File: config.mk
export PLATFORM = sky130hd
export DESIGN_NAME = wb_cmd_master_flat
export DESIGN_NICKNAME = d
export VERILOG_FILES = /design/src/rtl/wb_cmd_master_if.sv /design/src/rtl/wb_cmd_master.sv /design/src/flat_wrapper.sv
export SDC_FILE = /design/constraint.sdc
export NUM_CORES = 1
export LEC_CHECK = 0
export BUFFER_PORTS_ARGS = -buffer_cell sky130_fd_sc_hd__buf_2
export CORE_MARGIN = 4
export CORE_UTILIZATION = 30
export CTS_CLUSTER_DIAMETER = 80
export DETAILED_ROUTE_END_ITERATION = 6
export RECOVER_POWER = 50
export SLEW_MARGIN = 20
export SYNTH_ARGS = -nofsm -noshare
export SYNTH_HDL_FRONTEND = slang
export SYNTH_SLANG_ARGS = --single-unit
File: constraint.sdc
create_clock -name wb_clk_i -period 1.8 [get_ports wb_clk_i]
set_input_delay 0.45 -clock wb_clk_i [delete_from_list [all_inputs] [get_ports wb_clk_i]]
set_output_delay 0.45 -clock wb_clk_i [all_outputs]
set_load 0.02 [all_outputs]
File: src/rtl/wb_cmd_master_if.sv
// Command/response and Wishbone classic bus bundle for wb_cmd_master.
// The master modport is the wb_cmd_master view; the slave modport is the command source, response sink and bus slave.
interface wb_cmd_master_if;
    logic        cmd_valid_i;
    logic        cmd_ready_o;
    logic        cmd_we_i;
    logic [31:0] cmd_adr_i;
    logic [31:0] cmd_dat_i;
    logic [3:0]  cmd_sel_i;

    logic        rsp_valid_o;
    logic        rsp_ready_i;
    logic [31:0] rsp_dat_o;
    logic        rsp_err_o;

    logic        wbm_cyc_o;
    logic        wbm_stb_o;
    logic        wbm_we_o;
    logic [3:0]  wbm_sel_o;
    logic [31:0] wbm_adr_o;
    logic [31:0] wbm_dat_o;
    logic [31:0] wbm_dat_i;
    logic        wbm_ack_i;

    modport master (
        input  cmd_valid_i, cmd_we_i, cmd_adr_i, cmd_dat_i, cmd_sel_i,
        output cmd_ready_o,
        output rsp_valid_o, rsp_dat_o, rsp_err_o,
        input  rsp_ready_i,
        output wbm_cyc_o, wbm_stb_o, wbm_we_o, wbm_sel_o, wbm_adr_o, wbm_dat_o,
        input  wbm_dat_i, wbm_ack_i
    );

    modport slave (
        output cmd_valid_i, cmd_we_i, cmd_adr_i, cmd_dat_i, cmd_sel_i,
        input  cmd_ready_o,
        input  rsp_valid_o, rsp_dat_o, rsp_err_o,
        output rsp_ready_i,
        input  wbm_cyc_o, wbm_stb_o, wbm_we_o, wbm_sel_o, wbm_adr_o, wbm_dat_o,
        output wbm_dat_i, wbm_ack_i
    );
endinterface

File: src/rtl/wb_cmd_master.sv
// Single-outstanding command to Wishbone classic master with registered ready/valid response.
// Optional bus timeout enabled by defining WB_CMD_MASTER_TIMEOUT_EN.
module wb_cmd_master #(
    parameter int unsigned TIMEOUT_CYCLES = 255
) (
    input  logic            wb_clk_i,
    input  logic            wb_rst_ni,
    input  logic            active,
    wb_cmd_master_if.master bus
);
    localparam logic [1:0] IDLE = 2'd0;
    localparam logic [1:0] BUS  = 2'd1;
    localparam logic [1:0] RESP = 2'd2;

    logic [1:0]  state_q, state_d;
    logic        cmd_ready_q, cmd_ready_d;
    logic        cyc_q, cyc_d;
    logic        we_q, we_d;
    logic [3:0]  sel_q, sel_d;
    logic [31:0] adr_q, adr_d;
    logic [31:0] dat_q, dat_d;
    logic        rsp_valid_q, rsp_valid_d;
    logic [31:0] rsp_dat_q, rsp_dat_d;
`ifdef WB_CMD_MASTER_TIMEOUT_EN
    localparam logic [15:0] CNT_LAST = 16'(TIMEOUT_CYCLES - 1);
    logic [15:0] cnt_q, cnt_d;
    logic        rsp_err_q, rsp_err_d;
`endif

    always_comb begin
        state_d     = state_q;
        cmd_ready_d = 1'b0;
        cyc_d       = cyc_q;
        we_d        = we_q;
        sel_d       = sel_q;
        adr_d       = adr_q;
        dat_d       = dat_q;
        rsp_valid_d = rsp_valid_q;
        rsp_dat_d   = rsp_dat_q;
`ifdef WB_CMD_MASTER_TIMEOUT_EN
        cnt_d       = cnt_q;
        rsp_err_d   = rsp_err_q;
`endif
        case (state_q)
            IDLE: begin
                // Ready is registered, so it only rises one cycle after entering IDLE.
                if (bus.cmd_valid_i && cmd_ready_q) begin
                    state_d = BUS;
                    cyc_d   = 1'b1;
                    we_d    = bus.cmd_we_i;
                    sel_d   = bus.cmd_sel_i;
                    adr_d   = bus.cmd_adr_i;
                    dat_d   = bus.cmd_dat_i;
`ifdef WB_CMD_MASTER_TIMEOUT_EN
                    cnt_d   = '0;
`endif
                end else begin
                    cmd_ready_d = active;
                end
            end
            BUS: begin
                if (bus.wbm_ack_i) begin
                    state_d     = RESP;
                    cyc_d       = 1'b0;
                    {we_d, sel_d, adr_d, dat_d} = '0;
                    rsp_valid_d = 1'b1;
                    rsp_dat_d   = we_q ? 32'd0 : bus.wbm_dat_i;
`ifdef WB_CMD_MASTER_TIMEOUT_EN
                    rsp_err_d   = 1'b0;
                end else if (cnt_q == CNT_LAST) begin
                    state_d     = RESP;
                    cyc_d       = 1'b0;
                    {we_d, sel_d, adr_d, dat_d} = '0;
                    rsp_valid_d = 1'b1;
                    rsp_dat_d   = 32'd0;
                    rsp_err_d   = 1'b1;
                    cnt_d       = cnt_q + 16'd1;
                end else begin
                    cnt_d       = cnt_q + 16'd1;
`endif
                end
            end
            RESP: begin
                if (bus.rsp_ready_i) begin
                    state_d     = IDLE;
                    rsp_valid_d = 1'b0;
                end
            end
            default: state_d = IDLE;
        endcase
    end

    always_ff @(posedge wb_clk_i or negedge wb_rst_ni) begin
        if (!wb_rst_ni) begin
            state_q     <= IDLE;
            cmd_ready_q <= 1'b0;
            cyc_q       <= 1'b0;
            we_q        <= 1'b0;
            sel_q       <= '0;
            adr_q       <= '0;
            dat_q       <= '0;
            rsp_valid_q <= 1'b0;
            rsp_dat_q   <= '0;
`ifdef WB_CMD_MASTER_TIMEOUT_EN
            cnt_q       <= '0;
            rsp_err_q   <= 1'b0;
`endif
        end else begin
            state_q     <= state_d;
            cmd_ready_q <= cmd_ready_d;
            cyc_q       <= cyc_d;
            we_q        <= we_d;
            sel_q       <= sel_d;
            adr_q       <= adr_d;
            dat_q       <= dat_d;
            rsp_valid_q <= rsp_valid_d;
            rsp_dat_q   <= rsp_dat_d;
`ifdef WB_CMD_MASTER_TIMEOUT_EN
            cnt_q       <= cnt_d;
            rsp_err_q   <= rsp_err_d;
`endif
        end
    end

    assign bus.cmd_ready_o = cmd_ready_q;
    assign bus.rsp_valid_o = rsp_valid_q;
    assign bus.rsp_dat_o   = rsp_dat_q;
`ifdef WB_CMD_MASTER_TIMEOUT_EN
    assign bus.rsp_err_o   = rsp_err_q;
`else
    assign bus.rsp_err_o   = 1'b0;
`endif
    // Single-transfer classic cycles: strobe always mirrors cycle.
    assign bus.wbm_cyc_o   = cyc_q;
    assign bus.wbm_stb_o   = cyc_q;
    assign bus.wbm_we_o    = we_q;
    assign bus.wbm_sel_o   = sel_q;
    assign bus.wbm_adr_o   = adr_q;
    assign bus.wbm_dat_o   = dat_q;
endmodule

File: src/flat_wrapper.sv
// flat-port wrapper written by rule: the top's interface ports become plain ports
module wb_cmd_master_flat 
#(
    parameter int unsigned TIMEOUT_CYCLES = 255
)
  (wb_clk_i, wb_rst_ni, active, bus_cmd_valid_i, bus_cmd_we_i, bus_cmd_adr_i, bus_cmd_dat_i, bus_cmd_sel_i, bus_cmd_ready_o, bus_rsp_valid_o, bus_rsp_dat_o, bus_rsp_err_o, bus_rsp_ready_i, bus_wbm_cyc_o, bus_wbm_stb_o, bus_wbm_we_o, bus_wbm_sel_o, bus_wbm_adr_o, bus_wbm_dat_o, bus_wbm_dat_i, bus_wbm_ack_i);
  wb_cmd_master_if bus_i ();
  input  logic wb_clk_i;
  input  logic wb_rst_ni;
  input  logic active;
  input wire logic [$bits(bus_i.cmd_valid_i)-1:0] bus_cmd_valid_i;
  input wire logic [$bits(bus_i.cmd_we_i)-1:0] bus_cmd_we_i;
  input wire logic [$bits(bus_i.cmd_adr_i)-1:0] bus_cmd_adr_i;
  input wire logic [$bits(bus_i.cmd_dat_i)-1:0] bus_cmd_dat_i;
  input wire logic [$bits(bus_i.cmd_sel_i)-1:0] bus_cmd_sel_i;
  output wire logic [$bits(bus_i.cmd_ready_o)-1:0] bus_cmd_ready_o;
  output wire logic [$bits(bus_i.rsp_valid_o)-1:0] bus_rsp_valid_o;
  output wire logic [$bits(bus_i.rsp_dat_o)-1:0] bus_rsp_dat_o;
  output wire logic [$bits(bus_i.rsp_err_o)-1:0] bus_rsp_err_o;
  input wire logic [$bits(bus_i.rsp_ready_i)-1:0] bus_rsp_ready_i;
  output wire logic [$bits(bus_i.wbm_cyc_o)-1:0] bus_wbm_cyc_o;
  output wire logic [$bits(bus_i.wbm_stb_o)-1:0] bus_wbm_stb_o;
  output wire logic [$bits(bus_i.wbm_we_o)-1:0] bus_wbm_we_o;
  output wire logic [$bits(bus_i.wbm_sel_o)-1:0] bus_wbm_sel_o;
  output wire logic [$bits(bus_i.wbm_adr_o)-1:0] bus_wbm_adr_o;
  output wire logic [$bits(bus_i.wbm_dat_o)-1:0] bus_wbm_dat_o;
  input wire logic [$bits(bus_i.wbm_dat_i)-1:0] bus_wbm_dat_i;
  input wire logic [$bits(bus_i.wbm_ack_i)-1:0] bus_wbm_ack_i;
  assign bus_i.cmd_valid_i = bus_cmd_valid_i;
  assign bus_i.cmd_we_i = bus_cmd_we_i;
  assign bus_i.cmd_adr_i = bus_cmd_adr_i;
  assign bus_i.cmd_dat_i = bus_cmd_dat_i;
  assign bus_i.cmd_sel_i = bus_cmd_sel_i;
  assign bus_cmd_ready_o = bus_i.cmd_ready_o;
  assign bus_rsp_valid_o = bus_i.rsp_valid_o;
  assign bus_rsp_dat_o = bus_i.rsp_dat_o;
  assign bus_rsp_err_o = bus_i.rsp_err_o;
  assign bus_i.rsp_ready_i = bus_rsp_ready_i;
  assign bus_wbm_cyc_o = bus_i.wbm_cyc_o;
  assign bus_wbm_stb_o = bus_i.wbm_stb_o;
  assign bus_wbm_we_o = bus_i.wbm_we_o;
  assign bus_wbm_sel_o = bus_i.wbm_sel_o;
  assign bus_wbm_adr_o = bus_i.wbm_adr_o;
  assign bus_wbm_dat_o = bus_i.wbm_dat_o;
  assign bus_i.wbm_dat_i = bus_wbm_dat_i;
  assign bus_i.wbm_ack_i = bus_wbm_ack_i;
  wb_cmd_master #(.TIMEOUT_CYCLES(TIMEOUT_CYCLES)) u_core (.wb_clk_i(wb_clk_i), .wb_rst_ni(wb_rst_ni), .active(active), .bus(bus_i));
endmodule
==> summary.txt <==
Run status
  – Status: finished, final reports clean

Finish
  – Final non-filler cell total: around 700
  – Most frequent cells in the layout: buf_2, dfrtp_1, a22o_1
  – # nets final: 628
  – Share of cells above drive strength 1: 0.366
  – Post-layout util: 0.427
  – Area grow syn2layout: 36.6%
  – Commonest non-fill, non-tap cell in the layout: buf_2
  – Fill cells: ~1300
  – Ant. Diodes: 0

Floorplanning
  – Overall die width: 124 um
  – Die Y: ~120 um
  – Initial core utilization: 0.312
  – Die area: ~0.015 mm2
  – Top-Level Pins: 213
  – Row count: 41
  – CORE AREA: between 0.01 and 0.015 mm2

Setup path
  – Crit path buffers/inverters: 1
  – Slowest CP cell: dfrtp_1
  – Worst-path fanout max: 29
  – R2r setup slk: between 0.2 and 0.3 ns
  – Crit-path cells: and4bb_2 -> nor2b_4 -> buf_4 -> a22o_1
  – Critical Path End Type: register
  – CP Data Required Time: about 2 ns
  – Family with the most delay on the worst path: simple AND/OR/NAND/NOR gates
  – Worst r2r src: u_core.state_q[0]
  – Worst Setup Path Type: register to register
  – CP peak stage delay: 0.45 ns
  – R2R cell count: 4
  – Worst EP arrival: 1.75 ns
  – Startpoint class of the critical path: register
  – Reg2reg end: u_core.bus.wbm_adr_o[2]

Placed design
  – Placed Cells: approximately 700
  – DP Wirelength: 7270 um
  – Gp weighted congestion: ~0.7
  – I/O Buffers: around 210

Routing
  – Via count: roughly 3100
  – Drc violations: 0
  – Detail Route Antenna Nets: 0
  – Drt first pass iters: 4
  – Mean routed wirelength per cell: approximately 15 um
  – Iteration-0 DRC count of the detailed router: approximately 160
  – Drt total wl: a little over 10000 um
  – Drt via density: ~4.5

CTS
  – CTS tree: done
  – CTS resizes: 0
  – Clk Latency, worst-skew pair: between 0.3 and 0.4 ns
  – H-tree levels: 3
  – Clock sinks: around 110
  – Clock Tree Buf Depth: 2
  – Total CTS buffers: 9
  – Clock root buffer: clkbuf_16
  – Post-CTS Setup Repair Bufs: 0
  – Post-cts hold buffer count: 0
  – Clock-pin slew on the worst setup and hold paths: 0.07 ns

Global routing
  – Vias in the first global route: around 3200
  – Met2 Usage GRT: 0.206
  – Gr ovfl total: 0
  – Initial antenna violation count: 0
  – Busiest grt layer: met2
  – Gr usage total: 0.134
  – Global-route wire length before repair: around 16000 um
  – GR Util met1: 0.176
  – Pin count of the biggest net entering global routing: ~110
  – M3 GR Usage: 0.0486

Power and ir drop
  – Power Density: between 1500 and 2000 mW/mm2
  – Worst IR drop on VDD: approximately 0.95 mV
  – Pleak: about 2.9 nW

Synthesis
  – Syn_nets: 426
  – Cell Area, Synth: between 0.004 and 0.005 mm2
  – Synth Area in Compound Gates: 0.202
  – Main combinational cell family by area after synthesis: compound AO/OA/AOI/OAI gates
  – Synth Area in XOR/XNOR: 0
  – Area share of fa/ha/maj cells after synthesis: 0
  – Syn Inst Count: around 320
  – Seq/Total Area, Yosys: 0.662
  – Unique cell type count in the Yosys netlist: 18
  – Synth warn: 0
  – Synth Area in Simple Gates: 0.0949
  – Multiplexer share of the synthesized area: 0
  – Synth Area per Inst: ~13 um2
  – Yosys reg bits: ~110

Hold path
  – Min-delay worst type: primary input to async pin

STA
  – Setup violations, final: 0
  – TNS Setup: 0 ns
  – Worst slew pin tran: 0.605 ns
  – Worst slew margin: 0.597
  – Hold WS: about 0.17 ns
  – Max Freq: 655 MHz
  – Final Max Tran Viols: 0
  – Tcrit/Tclk final: 0.848
  – Post-layout minimum cycle time: roughly 1.5 ns
  – Final hold vios: 0
  – RSZ-0062 raised after global routing: false
  – Skew final: about 0.0036 ns

Run
  – Max cap viols: 0
worst max-delay path by stage:
stage                      startpoint                        to  slack, ns  cells after the start
4_1_cts             u_core.state_q[0]   u_core.bus.wbm_adr_o[5]       0.26                      4
3_3_place_gp          bus_cmd_valid_i   u_core.bus.wbm_adr_o[8]       0.23                      5
5_1_grt             u_core.state_q[0]   u_core.bus.wbm_dat_o[9]       0.19                      4
3_5_place_dp          bus_cmd_valid_i   u_core.bus.wbm_adr_o[2]       0.18                      5
6_report            u_core.state_q[0]   u_core.bus.wbm_adr_o[2]       0.27                      4
2_1_floorplan  u_core.bus.cmd_ready_o  u_core.bus.wbm_adr_o[20]       0.30                      7
sequential cells by signal, summed over array words and instances, names as in the netlist:
| register | count |
|---|---|
| u_core.state_q | 2 |
| u_core.bus.wbm_we_o | 1 |
| u_core.bus.wbm_dat_o | 32 |
| u_core.bus.wbm_sel_o | 4 |
| u_core.bus.cmd_ready_o | 1 |
| u_core.bus.rsp_dat_o | 32 |
| u_core.bus.wbm_adr_o | 32 |
| u_core.bus.wbm_cyc_o | 1 |
| u_core.bus.rsp_valid_o | 1 |
worst reg2reg max path, stage by stage, from the launching register on:
cell and delay, ns:
dfrtp_1 0.45, and4bb_2 0.44, nor2b_4 0.07, buf_4 0.23
a22o_1 0.22
logic make-up (layout without fill, tap and decap cells):
logic type | Yosys count | count (layout)
buffers and inverters | 30 | 235
other | 1 | 1
DFF | 106 | 106
AOI/OAI and AO/OA | 109 | 109
and+or+nand+nor | 73 | 73
layer usage:
| layer | wire (um) | vias up |
|---|---|---|
| li1 | - | 1523 |
| met1 | 4400 | 1482 |
| met2 | 4690 | 133 |
| met3 | 972 | 9 |
| met4 | 131 | 0 |
| met5 | 0 | - |
per-stage QoR:
step	setup slack [ns]	area [um2]	total power, mW
2_1_floorplan	0.298	4010	6.61
3_3_place_gp	0.234	5240	8.06
3_5_place_dp	0.181	5240	8.16
4_1_cts	0.260	5530	10.2
5_1_grt	0.186	5470	10.6
6_report	0.273	5470	9.89
cell type report:
| class | instances | area, um2 | share of cell area |
|---|---|---|---|
| Clock inverter | 2 | 37.5 | 0.00686 |
| Sequential cell | 106 | 2650 | 0.485 |
| Multi-Input combinational cell | 183 | 1190 | 0.218 |
| Timing Repair Buffer | 219 | 1110 | 0.203 |
| Clock buffer | 12 | 256 | 0.0469 |
| Inverter | 2 | 7.51 | 0.00137 |
| Tap cell | 172 | 215 | 0.0393 |
power by group:
| group | internal [mW] | switching (mW) | total, mW |
|---|---|---|---|
| Sequential | 3.34 | 0.553 | 3.89 |
| Clock | 1.14 | 0.790 | 1.93 |
| Combinational | 1.55 | 2.51 | 4.06 |
cells in the mapped netlist, drive strengths merged:
| master | n | area (um2) |
|---|---|---|
| dfrtp | 106 | 2650 |
| a22o | 69 | 604 |
| nand2 | 35 | 131 |
| o21ai | 34 | 170 |
| nand2b | 32 | 200 |
| buf | 16 | 110 |
| clkbuf | 12 | 45.0 |
| a21oi | 4 | 20.0 |
| inv | 2 | 7.51 |
| nand3b | 2 | 15.0 |
| nor2 | 2 | 7.51 |
| a31oi | 1 | 6.26 |
| and4bb | 1 | 12.5 |
| conb | 1 | 3.75 |
| nor2b | 1 | 13.8 |
| o31ai | 1 | 7.51 |
(Power assumes the default switching activity.)
